==> config.mk <==
export PLATFORM = sky130hd
export DESIGN_NAME = disp_rdarb
export DESIGN_NICKNAME = d
export VERILOG_FILES = /design/src/rtl/disp_rdarb.sv
export SDC_FILE = /design/constraint.sdc
export NUM_CORES = 1
export LEC_CHECK = 0
export ABC_AREA = 0
export CAP_MARGIN = 25
export CELL_PAD_IN_SITES_DETAIL_PLACEMENT = 2
export CELL_PAD_IN_SITES_GLOBAL_PLACEMENT = 2
export CORE_UTILIZATION = 22
export DETAILED_ROUTE_END_ITERATION = 12
export HOLD_SLACK_MARGIN = 0.15
export PLACE_DENSITY_LB_ADDON = 0.2
export SLEW_MARGIN = 40
export SYNTH_ARGS = -nofsm -noshare
export SYNTH_HDL_FRONTEND = slang
export SYNTH_SLANG_ARGS = --single-unit
==> constraint.sdc <==
create_clock -name ACLK -period 2.4 [get_ports ACLK]
set_clock_uncertainty 0.1 [all_clocks]
set_input_delay 0.24 -clock ACLK [delete_from_list [all_inputs] [get_ports ACLK]]
set_output_delay 0.24 -clock ACLK [all_outputs]
set_load 0.02 [all_outputs]
==> src/rtl/disp_rdarb.sv <==
// rtl/disp_rdarb.sv - two-requester AXI read-channel burst arbiter; option macro DISP_RDARB_FIXPRIO_EN gives requester 0 fixed priority
module disp_rdarb #(
   parameter int C_M_AXI_THREAD_ID_WIDTH = 1,
   parameter int C_M_AXI_ADDR_WIDTH      = 32
) (
   input  logic                               ACLK,
   input  logic                               ARST,
   input  logic [C_M_AXI_ADDR_WIDTH-1:0]      R0_ARADDR,
   input  logic [7:0]                         R0_ARLEN,
   input  logic                               R0_ARVALID,
   output logic                               R0_ARREADY,
   output logic                               R0_RVALID,
   output logic                               R0_RLAST,
   input  logic                               R0_RREADY,
   input  logic [C_M_AXI_ADDR_WIDTH-1:0]      R1_ARADDR,
   input  logic [7:0]                         R1_ARLEN,
   input  logic                               R1_ARVALID,
   output logic                               R1_ARREADY,
   output logic                               R1_RVALID,
   output logic                               R1_RLAST,
   input  logic                               R1_RREADY,
   output logic [C_M_AXI_THREAD_ID_WIDTH-1:0] M_AXI_ARID,
   output logic [C_M_AXI_ADDR_WIDTH-1:0]      M_AXI_ARADDR,
   output logic [7:0]                         M_AXI_ARLEN,
   output logic                               M_AXI_ARVALID,
   input  logic                               M_AXI_ARREADY,
   input  logic                               M_AXI_RVALID,
   input  logic                               M_AXI_RLAST,
   output logic                               M_AXI_RREADY,
   output logic [1:0]                         GRANT,
   output logic                               LEN_ERR,
   input  logic                               LEN_ERR_CLR
);

   typedef enum logic [1:0] {ST_IDLE, ST_ADDR, ST_DATA} state_t;

   state_t                               state_q, state_d;
   logic [C_M_AXI_ADDR_WIDTH-1:0]        araddr_q, araddr_d;
   logic [7:0]                           arlen_q, arlen_d;
   logic [C_M_AXI_THREAD_ID_WIDTH-1:0]   arid_q, arid_d;
   logic [1:0]                           grant_q, grant_d;
   logic [8:0]                           beat_cnt_q, beat_cnt_d;
   logic                                 len_err_q, len_err_d;

   logic       any_req;
   logic       win;          // 1 selects requester 1
   logic       sel_rready;
   logic       beat;
   logic       len_set;
   logic [8:0] beat_next;
   logic [8:0] burst_beats;

   assign any_req = R0_ARVALID | R1_ARVALID;

`ifdef DISP_RDARB_FIXPRIO_EN
   // display fetch takes every tie; the secondary reader only gets the port when the display is quiet
   always_comb win = ~R0_ARVALID;
`else
   logic last_win_q, last_win_d;

   // round-robin: on a tie the requester not served last goes next; a lone requester always wins
   always_comb begin
      if (R0_ARVALID && R1_ARVALID) begin
         win = ~last_win_q;
      end else begin
         win = R1_ARVALID;
      end
   end

   assign last_win_d = (state_q == ST_IDLE && any_req) ? win : last_win_q;

   // last-winner register starts at 1 so the display wins the very first tie
   always_ff @(posedge ACLK) begin
      if (ARST) begin
         last_win_q <= 1'b1;
      end else begin
         last_win_q <= last_win_d;
      end
   end
`endif

   assign M_AXI_ARVALID = (state_q == ST_ADDR);
   assign M_AXI_ARADDR  = araddr_q;
   assign M_AXI_ARLEN   = arlen_q;
   assign M_AXI_ARID    = arid_q;
   assign GRANT         = grant_q;
   assign LEN_ERR       = len_err_q;

   // next-state, request acceptance, read-data steering and burst-length checking
   always_comb begin
      state_d     = state_q;
      araddr_d    = araddr_q;
      arlen_d     = arlen_q;
      arid_d      = arid_q;
      grant_d     = grant_q;
      beat_cnt_d  = beat_cnt_q;
      len_err_d   = len_err_q;
      R0_ARREADY  = 1'b0;
      R1_ARREADY  = 1'b0;
      R0_RVALID   = 1'b0;
      R0_RLAST    = 1'b0;
      R1_RVALID   = 1'b0;
      R1_RLAST    = 1'b0;
      M_AXI_RREADY = 1'b0;
      len_set     = 1'b0;
      beat        = 1'b0;
      sel_rready  = grant_q[1] ? R1_RREADY : R0_RREADY;
      beat_next   = beat_cnt_q + 9'd1;
      burst_beats = {1'b0, arlen_q} + 9'd1;

      case (state_q)
         ST_IDLE: begin
            if (any_req) begin
               R0_ARREADY = ~win;
               R1_ARREADY = win;
               araddr_d   = win ? R1_ARADDR : R0_ARADDR;
               arlen_d    = win ? R1_ARLEN : R0_ARLEN;
               arid_d     = '0;
               arid_d[0]  = win;
               grant_d    = win ? 2'b10 : 2'b01;
               beat_cnt_d = '0;
               state_d    = ST_ADDR;
            end
         end
         ST_ADDR: begin
            if (M_AXI_ARREADY) begin
               state_d = ST_DATA;
            end
         end
         ST_DATA: begin
            M_AXI_RREADY = sel_rready;
            R0_RVALID    = grant_q[0] & M_AXI_RVALID;
            R0_RLAST     = grant_q[0] & M_AXI_RLAST;
            R1_RVALID    = grant_q[1] & M_AXI_RVALID;
            R1_RLAST     = grant_q[1] & M_AXI_RLAST;
            beat         = M_AXI_RVALID & sel_rready;
            if (beat) begin
               beat_cnt_d = beat_next;
               if (M_AXI_RLAST) begin
                  // early or late RLAST both count as a mismatch
                  len_set = (beat_next != burst_beats);
                  state_d = ST_IDLE;
                  grant_d = 2'b00;
               end else begin
                  // expected final beat arrived without RLAST; keep waiting for it
                  len_set = (beat_next == burst_beats);
               end
            end
         end
         default: begin
            state_d = ST_IDLE;
            grant_d = 2'b00;
         end
      endcase

      // a new mismatch beats a coincident clear
      if (LEN_ERR_CLR) begin
         len_err_d = 1'b0;
      end
      if (len_set) begin
         len_err_d = 1'b1;
      end
   end

   // state and latched-request registers
   always_ff @(posedge ACLK) begin
      if (ARST) begin
         state_q    <= ST_IDLE;
         araddr_q   <= '0;
         arlen_q    <= '0;
         arid_q     <= '0;
         grant_q    <= 2'b00;
         beat_cnt_q <= '0;
         len_err_q  <= 1'b0;
      end else begin
         state_q    <= state_d;
         araddr_q   <= araddr_d;
         arlen_q    <= arlen_d;
         arid_q     <= arid_d;
         grant_q    <= grant_d;
         beat_cnt_q <= beat_cnt_d;
         len_err_q  <= len_err_d;
      end
   end

endmodule

# Word level (Yosys, flattened, before mapping)
# Index checks and enable logic that the tools add are counted.
[word_totals] word_cells=65 register_bits=56 out_inout_bits=52
[op_classes] n_eq_ne=8 bitwise_logic=9 muxes=29 add_sub_neg=2 n_reduce_logical=9
[op_table] operator="2-to-1 mux 32 bit" count=1
[op_table] operator="2-to-1 mux 9 bit" count=2
[op_table] operator="one-hot mux 9 bit (2 select lines)" count=1
[op_table] operator="2-to-1 mux 1 bit" count=16
[op_table] operator="2-to-1 mux 2 bit" count=6
[op_table] operator="one-hot mux 2 bit (3 select lines)" count=2
[op_table] operator="adder 8 x 1 -> 9 bit, second input constant" count=1
[op_table] operator="adder 9 x 1 -> 9 bit, second input constant" count=1
[op_table] operator="equality test 9 bit" count=1
[op_table] operator="inequality test 9 bit" count=1
[op_table] operator="2-to-1 mux 8 bit" count=1
[op_table] operator="AND reduction 4 bit" count=2
[op_table] operator="inequality test 2 bit, second input constant" count=3
[op_table] operator="AND 1 bit" count=5
[op_table] operator="nonzero test 2 bit" count=2
[op_table] operator="NOT 1 bit" count=3
[op_table] operator="AND reduction 3 bit" count=1
[op_table] operator="equality test 2 x 1 -> 1 bit, second input constant" count=1
[op_table] operator="equality test 2 bit, second input constant" count=1
[op_table] operator="logical AND 1 bit" count=2
[op_table] operator="logical NOT 2 bit" count=1
[op_table] operator="inequality test 2 x 1 -> 1 bit, second input constant" count=1
[op_table] operator="AND reduction 2 bit" count=1
[op_table] operator="bitwise OR 1 bit" count=1

# Logic depth before layout (Yosys ltp)
# Gate-level depths: netlist of run 1.
[logic_depth] depth_word=6 mapped_depth=8 depth_no_buf=8

# Worst setup path after synthesis of run 1
# Ideal clock, no wire load.
[synth_timing] kind="register to register" startpoint="reg beat_cnt_q[0]" endpoint="reg len_err_q, in the netlist LEN_ERR" t_arrival_ps=1808 setup_ps=117 path_stages_with_launch=9 period_less_slack_ps=2025 slack_ps=375 path_buffers=0 required_time_ps=2183 path_cell_list="dfxtp_1 -> ha_1 -> nand3_1 -> nor2_1 -> xnor2_1 -> a21oi_1 -> nor4_2 -> mux2i_1 -> nand2_1"
[synth_between] elab_chain_len=6
[synth_rtl] item="from (decl)" line="42" rtl="logic [8:0] beat_cnt_q, beat_cnt_d;"
[synth_rtl] item="from (signal assigned)" line="181" rtl="beat_cnt_q <= beat_cnt_d;"
[synth_rtl] item="adder 9 x 1 -> 9 bit *" line="108" rtl="beat_next = beat_cnt_q + 9'd1;"
[synth_rtl] item="equality test 9 bit or inequality test 9 bit (tied branches)" line="146, 141"
[synth_rtl] item="2-to-1 mux 1 bit *" line="139" rtl="if (M_AXI_RLAST) begin"
[synth_rtl] item="2-to-1 mux 1 bit *" line="137" rtl="if (beat) begin"
[synth_rtl] item="2-to-1 mux 1 bit *" line="111" rtl="case (state_q)"
[synth_rtl] item="2-to-1 mux 1 bit or nonzero test 2 bit (tied branches)"
[synth_rtl] item="to (signal assigned)" line="182" rtl="len_err_q <= len_err_d;"
[synth_rtl] item="to (decl)" line="43" rtl="logic len_err_q, len_err_d;"
# Mark *: on every way between the ends. The rest lies on a longest branch, timed or not.
# A chain may end at the register's enable or synchronous reset.

# Final worst setup path of run 1
# Ends and elaborated chain as after synthesis.

==> impl_metrics.ini, run 1 <==
[critical_path]
cp_data_arrival_time_ps = 2280
crit_path_end_kind = flop
crit_end = LEN_ERR
cp_max_fo = 5
setup.worst_path.start = beat_cnt_q[0]
crit_required_ps = 2500
reg2reg_slack_ps = 220
r2r-start = beat_cnt_q[0]
rr_worst_depth = 8
worstSetupPathType = flop to flop
startpoint_type = flop
rr_endpoint = LEN_ERR

[final_layout]
fillers = 1384
multi_input_area_um2 = 1622
regArea_um2 = 1121
syn_to_final_growth_pct = 62.93
diodes = 0
nets = 541
drive_above_1_share = 0.06459

[clocking]
cts_setup_buffers = 0
worstSkewPairLatency_ps = 300
cts-root-buf = clkbuf_16
cts_buffers = 5
h-tree-depth = 2
clk_pin_slew_worst_paths_ps = 70
cts.sinks = 56
clock_path_buffers = 2
cts_tree = done

[timing]
fin_crit_sh = 0.9085
final-setup-viol-count = 0
fmax_mhz = 458.7
period_minus_slack_ps = 2180
worstMarginPinSlew_ps = 551.8
tns_ps = 0
finalMaxSlewViolations = 0
hold_viol = 0
rsz0062_at_grt = no
slew_headroom = 0.6321
whs_ps = 304.4

[logic_synthesis]
yosys_warnings = 0
yosys.area_share.simple = 0.1929
ys_seq_elements = 56
synth_xor_area_frac = 0.07007
synth_adder_area_share = 0.008869
syn_area_per_cell_um2 = 9.043
synth_edf_count = 0
ys.flop_type = dfxtp_1
synth-async-reset-ratio = 0
syn_inst = 312
synth_top_family_by_area = simple AND/OR/NAND/NOR gates
synth-seq-area-share = 0.3973
synth_compound_area_frac = 0.1703
synth_nets = 404
synthDistinctLibCells = 41
synthesis.area_um2 = 2821
muxShareOfSynthArea = 0.1246

[global_route]
grt_pass1_wl_um = 15830
grt_usage = 0.1567
grt.met1_usage = 0.1726
busiest_layer = met2
grt_use_met3 = 0.06115
grt_pass1_vias = 3124
grt_max_degree = 61
gr-total-overflow = 0
use_met2 = 0.2735
grt_antenna_before_repair = 0

[detailed_routing]
drc = 0
drtIter0Drc = 73
viasPerCell = 4.680
ant_nets = 0
detail_route.wl_per_cell_um = 15.89
routed_wl_um = 9870
firstDrtPassIters = 4
vias = 2906

[floorplanning]
initial_core_util = 0.2245
dieArea_um2 = 13280
core_area_um2 = 12570
io-pin-count = 142
rows = 41
dieWidth_um = 115.2
die_h_um = 115.2

[pwr]
power.density_nw_per_um2 = 580.4
p_leak_uw = 0.001702
ir_drop_v = 0.0002569

[place]
gp_congestion = 0.7272
hpwl_um = 7455
portBuffers = 141

[min_path]
hold-path-cell-count = 2
holdCritPathClass = input pin to flop

[outcome]
outcome = completed

[job]
cap_violations = 0
[sequential cells by signal, summed over array words and instances, names as in the netlist]
name          cells
GRANT             2
LEN_ERR           1
M_AXI_ARADDR     32
M_AXI_ARID        1
M_AXI_ARLEN       8
beat_cnt_q        9
last_win_q        1
state_q           2
[cell type report]
class,count,share of cell area
Multi-Input combinational cell,233,0.3527
Inverter,1,0.0008165
Tap cell,172,0.04682
Sequential cell,56,0.2439
Clock inverter,1,0.001089
Timing Repair Buffer,152,0.3266
Clock buffer,6,0.02803
[cells by family after synthesis]
| group | after synthesis |
|---|---|
| simple gates | 109 |
| compound gates | 67 |
| flops | 56 |
| fa+ha+maj | 2 |
| mux | 35 |
| buf+inv | 23 |
| xor+xnor | 20 |
[routing by layer]
| layer | up-vias | part of all wire | wire [um] |
|---|---|---|---|
| li1 | 1411 | - | - |
| met1 | 1389 | 0.41 | 4089 |
| met2 | 96 | 0.48 | 4737 |
| met3 | 10 | 0.090 | 891 |
| met4 | 0 | 0.015 | 152 |
| met5 | - | 0 | 0 |
[stage by stage]
stage	utilization	total power, uW	cells	instance area, um^2	setup WS [ps]
3_3_place_gp	0.3543	1950	614	4453	262.9
3_5_place_dp	0.3543	1973	614	4453	159.2
2_1_floorplan	-	1521	312	2821	374.9
6_report	0.3658	2668	621	4597	219.7
5_1_grt	0.3658	2828	621	4597	32.41
4_1_cts	0.3650	2731	621	4587	64.02
[report_power, final]
group,internal [uW],switching (uW),total (uW)
Combinational,443,406,849
Clock,381,350,732
Sequential,1020,68.0,1090
[synth_stat cells, types with 2 or more instances]
cell type  instances  area [um^2]
nand2b_1           3        18.77
dfxtp_1           56         1121
and3_1             8        50.05
mux2i_1           34        340.3
nand3_1           11        55.05
clkbuf_1          17        63.81
o21ai_0            5        25.02
or3_1              3        18.77
ha_1               2        25.02
a222oi_1           9        90.09
a211oi_1          32        240.2
a22oi_1            2        15.01
nand2_1            3        11.26
and2_1             4        25.02
nor3_1             2        10.01
xnor2_1           13        113.9
a31oi_1            2        12.51
nor4_1             2        12.51
xor2_1             5        43.79
nor3b_1            4        30.03
a21oi_1           12        60.06
nand4_1            3        18.77
nor2b_1            3        18.77
buf_2              3        15.01
nor2_1            58        217.7
[worst min path at each step]
| stage | startpoint | to | slack [ps] |
|---|---|---|---|
| 6_report | ARST | M_AXI_ARADDR[8] | 300 |
| 5_1_grt | ARST | GRANT[0] | 350 |
| 4_1_cts | ARST | M_AXI_ARADDR[8] | 320 |
| 3_5_place_dp | M_AXI_ARID | M_AXI_ARID | 390 |
| 3_3_place_gp | M_AXI_ARID | M_AXI_ARID | 370 |
| 2_1_floorplan | M_AXI_ARREADY | state_q[0] | 260 |
[cells in the final DEF, fill, tap and decap left out, drive strengths merged, types with 2 or more instances in the layout]
cell and instances:
nor4 3, nand3 12, or3 3, xnor2 13, nor2 59, nor3b 4
dfxtp 56, nand2b 3, mux2i 34, nor3 2, and3 9, ha 2
a211oi 32, a222oi 9, nor2b 3, a21oi 12, clkbuf 6, nand4 4
buf 12, o21ai 6, nand2 3, and2 4, clkdlybuf4s50 140, a31oi 2
a22oi 2, xor2 6
[what timing repair did]
action | CTS | global route
hold buffers | 0 | 0
endpoints found under the setup margin | 0 | 5
gates resized for setup | 0 | 2
hold endpoints to repair | 0 | 0
[critical path: stages, from the launching register on]
cell	delay, ps
dfxtp_1	340
ha_1	270
nand3_1	200
nor2_1	220
xnor2_2	180
a21oi_1	130
nor4_2	350
mux2i_1	220
nand2_1	60
(Power assumes the default switching activity.)
==> run 2: changes to the inputs <==
PLACE_DENSITY_LB_ADDON = 0.1   (was 0.2)
==> run 2 against run 1 <==
  * First-iteration DRC count grew 110%
  * Sequential share of layout area fell by 0.29 points
  * Clock power is 16% higher
  * Via count shrank 0.38%
  * Routed wire length up 0.84%
  * Worst setup slack worse by 29 ps
  * Cell area increased by 1.3%
  * Critical path type is now flop to primary output
  * Largest power group unchanged
==> impl_metrics.ini, run 2 (synthesized netlist as in run 1, its figures left out) <==
[outcome]
outcome = completed

[detailed_routing]
routed_wl_um = 9953
vias = 2895
ant_nets = 0
drc = 0
firstDrtPassIters = 5
detail_route.wl_per_cell_um = 15.95
viasPerCell = 4.639
drtIter0Drc = 153

[final_layout]
design_area_um2 = 4657
mostFrequentLayoutCells = clkdlybuf4s50_1, nor2_1, dfxtp_1
diodes = 0
largest_reg_flops = 32
final_common_cell = clkdlybuf4s50_1
syn_to_final_growth_pct = 65.06
fillers = 1392
drive_above_1_share = 0.07301
multi_input_area_um2 = 1614
regArea_um2 = 1122
nets = 543

[critical_path]
crit_required_ps = 2060
crit_path_top_delay_cell = clkdlybuf4s50_1
startpoint_type = flop
worstSetupPathType = flop to primary output
crit_path_end_kind = primary output
critical_path.cell_chain = nor2b_2 -> and3_1 -> clkdlybuf4s50_1
rr_worst_depth = 8
cp_data_arrival_time_ps = 1870
max_stage_delay_ps = 610
cp_max_fo = 8

[pwr]
power_frac_seq = 0.388
ir_drop_v = 0.0003036
switchingPower_uw = 833.7
p_sw_frac = 0.2980
intPower_uw = 1964
pwr-share-clk = 0.304
p_leak_uw = 0.001732
comb_power_share = 0.308
power_uw = 2798
power.density_nw_per_um2 = 600.8

[clocking]
worstSkewPairLatency_ps = 300
cts_setup_buffers = 0
h-tree-depth = 2
clk_pin_slew_worst_paths_ps = 80
cts_resized = 0
cts-root-buf = clkbuf_16
cts_buffers = 5
hold_buffers = 0
cts.sinks = 56
cts_tree = done
clock_path_buffers = 2

[timing]
slew_headroom = 0.6320
fin_crit_sh = 0.9205
rsz0062_at_grt = no
layout_setup_ws_ps = 190.8
worstMarginPinSlew_ps = 552.0
fmax_mhz = 452.6
finalMaxSlewViolations = 0
hold_viol = 0
tns_ps = 0
final-setup-viol-count = 0
period_minus_slack_ps = 2209

[floorplanning]
dieArea_um2 = 13280
io-pin-count = 142
rows = 41
core_area_um2 = 12570
die_h_um = 115.2
dieWidth_um = 115.2
initial_core_util = 0.2245

[place]
dp_worst_setup_slack_ps = 208.9
portBuffers = 141
place_area_um2 = 4481
gp_congestion = 0.7473
hpwl_um = 7574

[global_route]
gr-total-overflow = 0
grt_pass1_vias = 3080
grt_pass1_wl_um = 15900
grt_antenna_before_repair = 0
grt_usage = 0.1539
grt_max_degree = 63

[job]
cap_violations = 0

[min_path]
hold-path-cell-count = 2
holdCritPathClass = input pin to flop
[run 2: path summary, 6_finish.rpt]
kind	start	to	slack, ps
setup / recovery	state_q[1]	R1_RLAST	190
hold / removal	ARST	beat_cnt_q[3]	300
setup reg to reg	beat_cnt_q[1]	LEN_ERR	320
hold reg to reg	M_AXI_ARADDR[6]	M_AXI_ARADDR[6]	400
[run 2: area by class of cell]
class                      instances  share of cell area
sequential                        56              0.2410
multi-input combinational        233              0.3466
timing repair buffer             154              0.3283
tap                              172             0.04621
inverter                           1           0.0008060
clock inverter                     3             0.01021
clock buffer                       5             0.02687
[run 2: layer usage]
layer | share of wire | global-route usage
met2 | 0.51 | 0.2715
met5 | 0 | 0
met3 | 0.064 | 0.04902
met4 | 0.010 | 0.03896
met1 | 0.42 | 0.1797
[run 2: stage by stage]
step | hold slack (ps) | std cells | util
finish | 300.6 | 624 | 0.3705
global placement | 368.3 | 616 | 0.3565
CTS | 307.0 | 624 | 0.3702
floorplan | 259.9 | 312 | -
global route | 330.9 | 624 | 0.3705
detailed placement | 391.7 | 616 | 0.3565
[run 2: critical path: cells and delay by family (launching register included)]
kind / cells / cell delay, ps
buffers and inverters: 1 / 610
flip-flops: 1 / 400
AND/OR/NAND/NOR: 2 / 570
[run 2: power groups by stage]
| stage | logic, uW | registers, uW | clock network [uW] |
|---|---|---|---|
| floorplan | 319 | 1200 | 0 |
| global placement | 859 | 1100 | 0 |
| detailed placement | 872 | 1110 | 0 |
| CTS | 876 | 1090 | 884 |
| global route | 935 | 1100 | 929 |
| finish | 861 | 1090 | 850 |
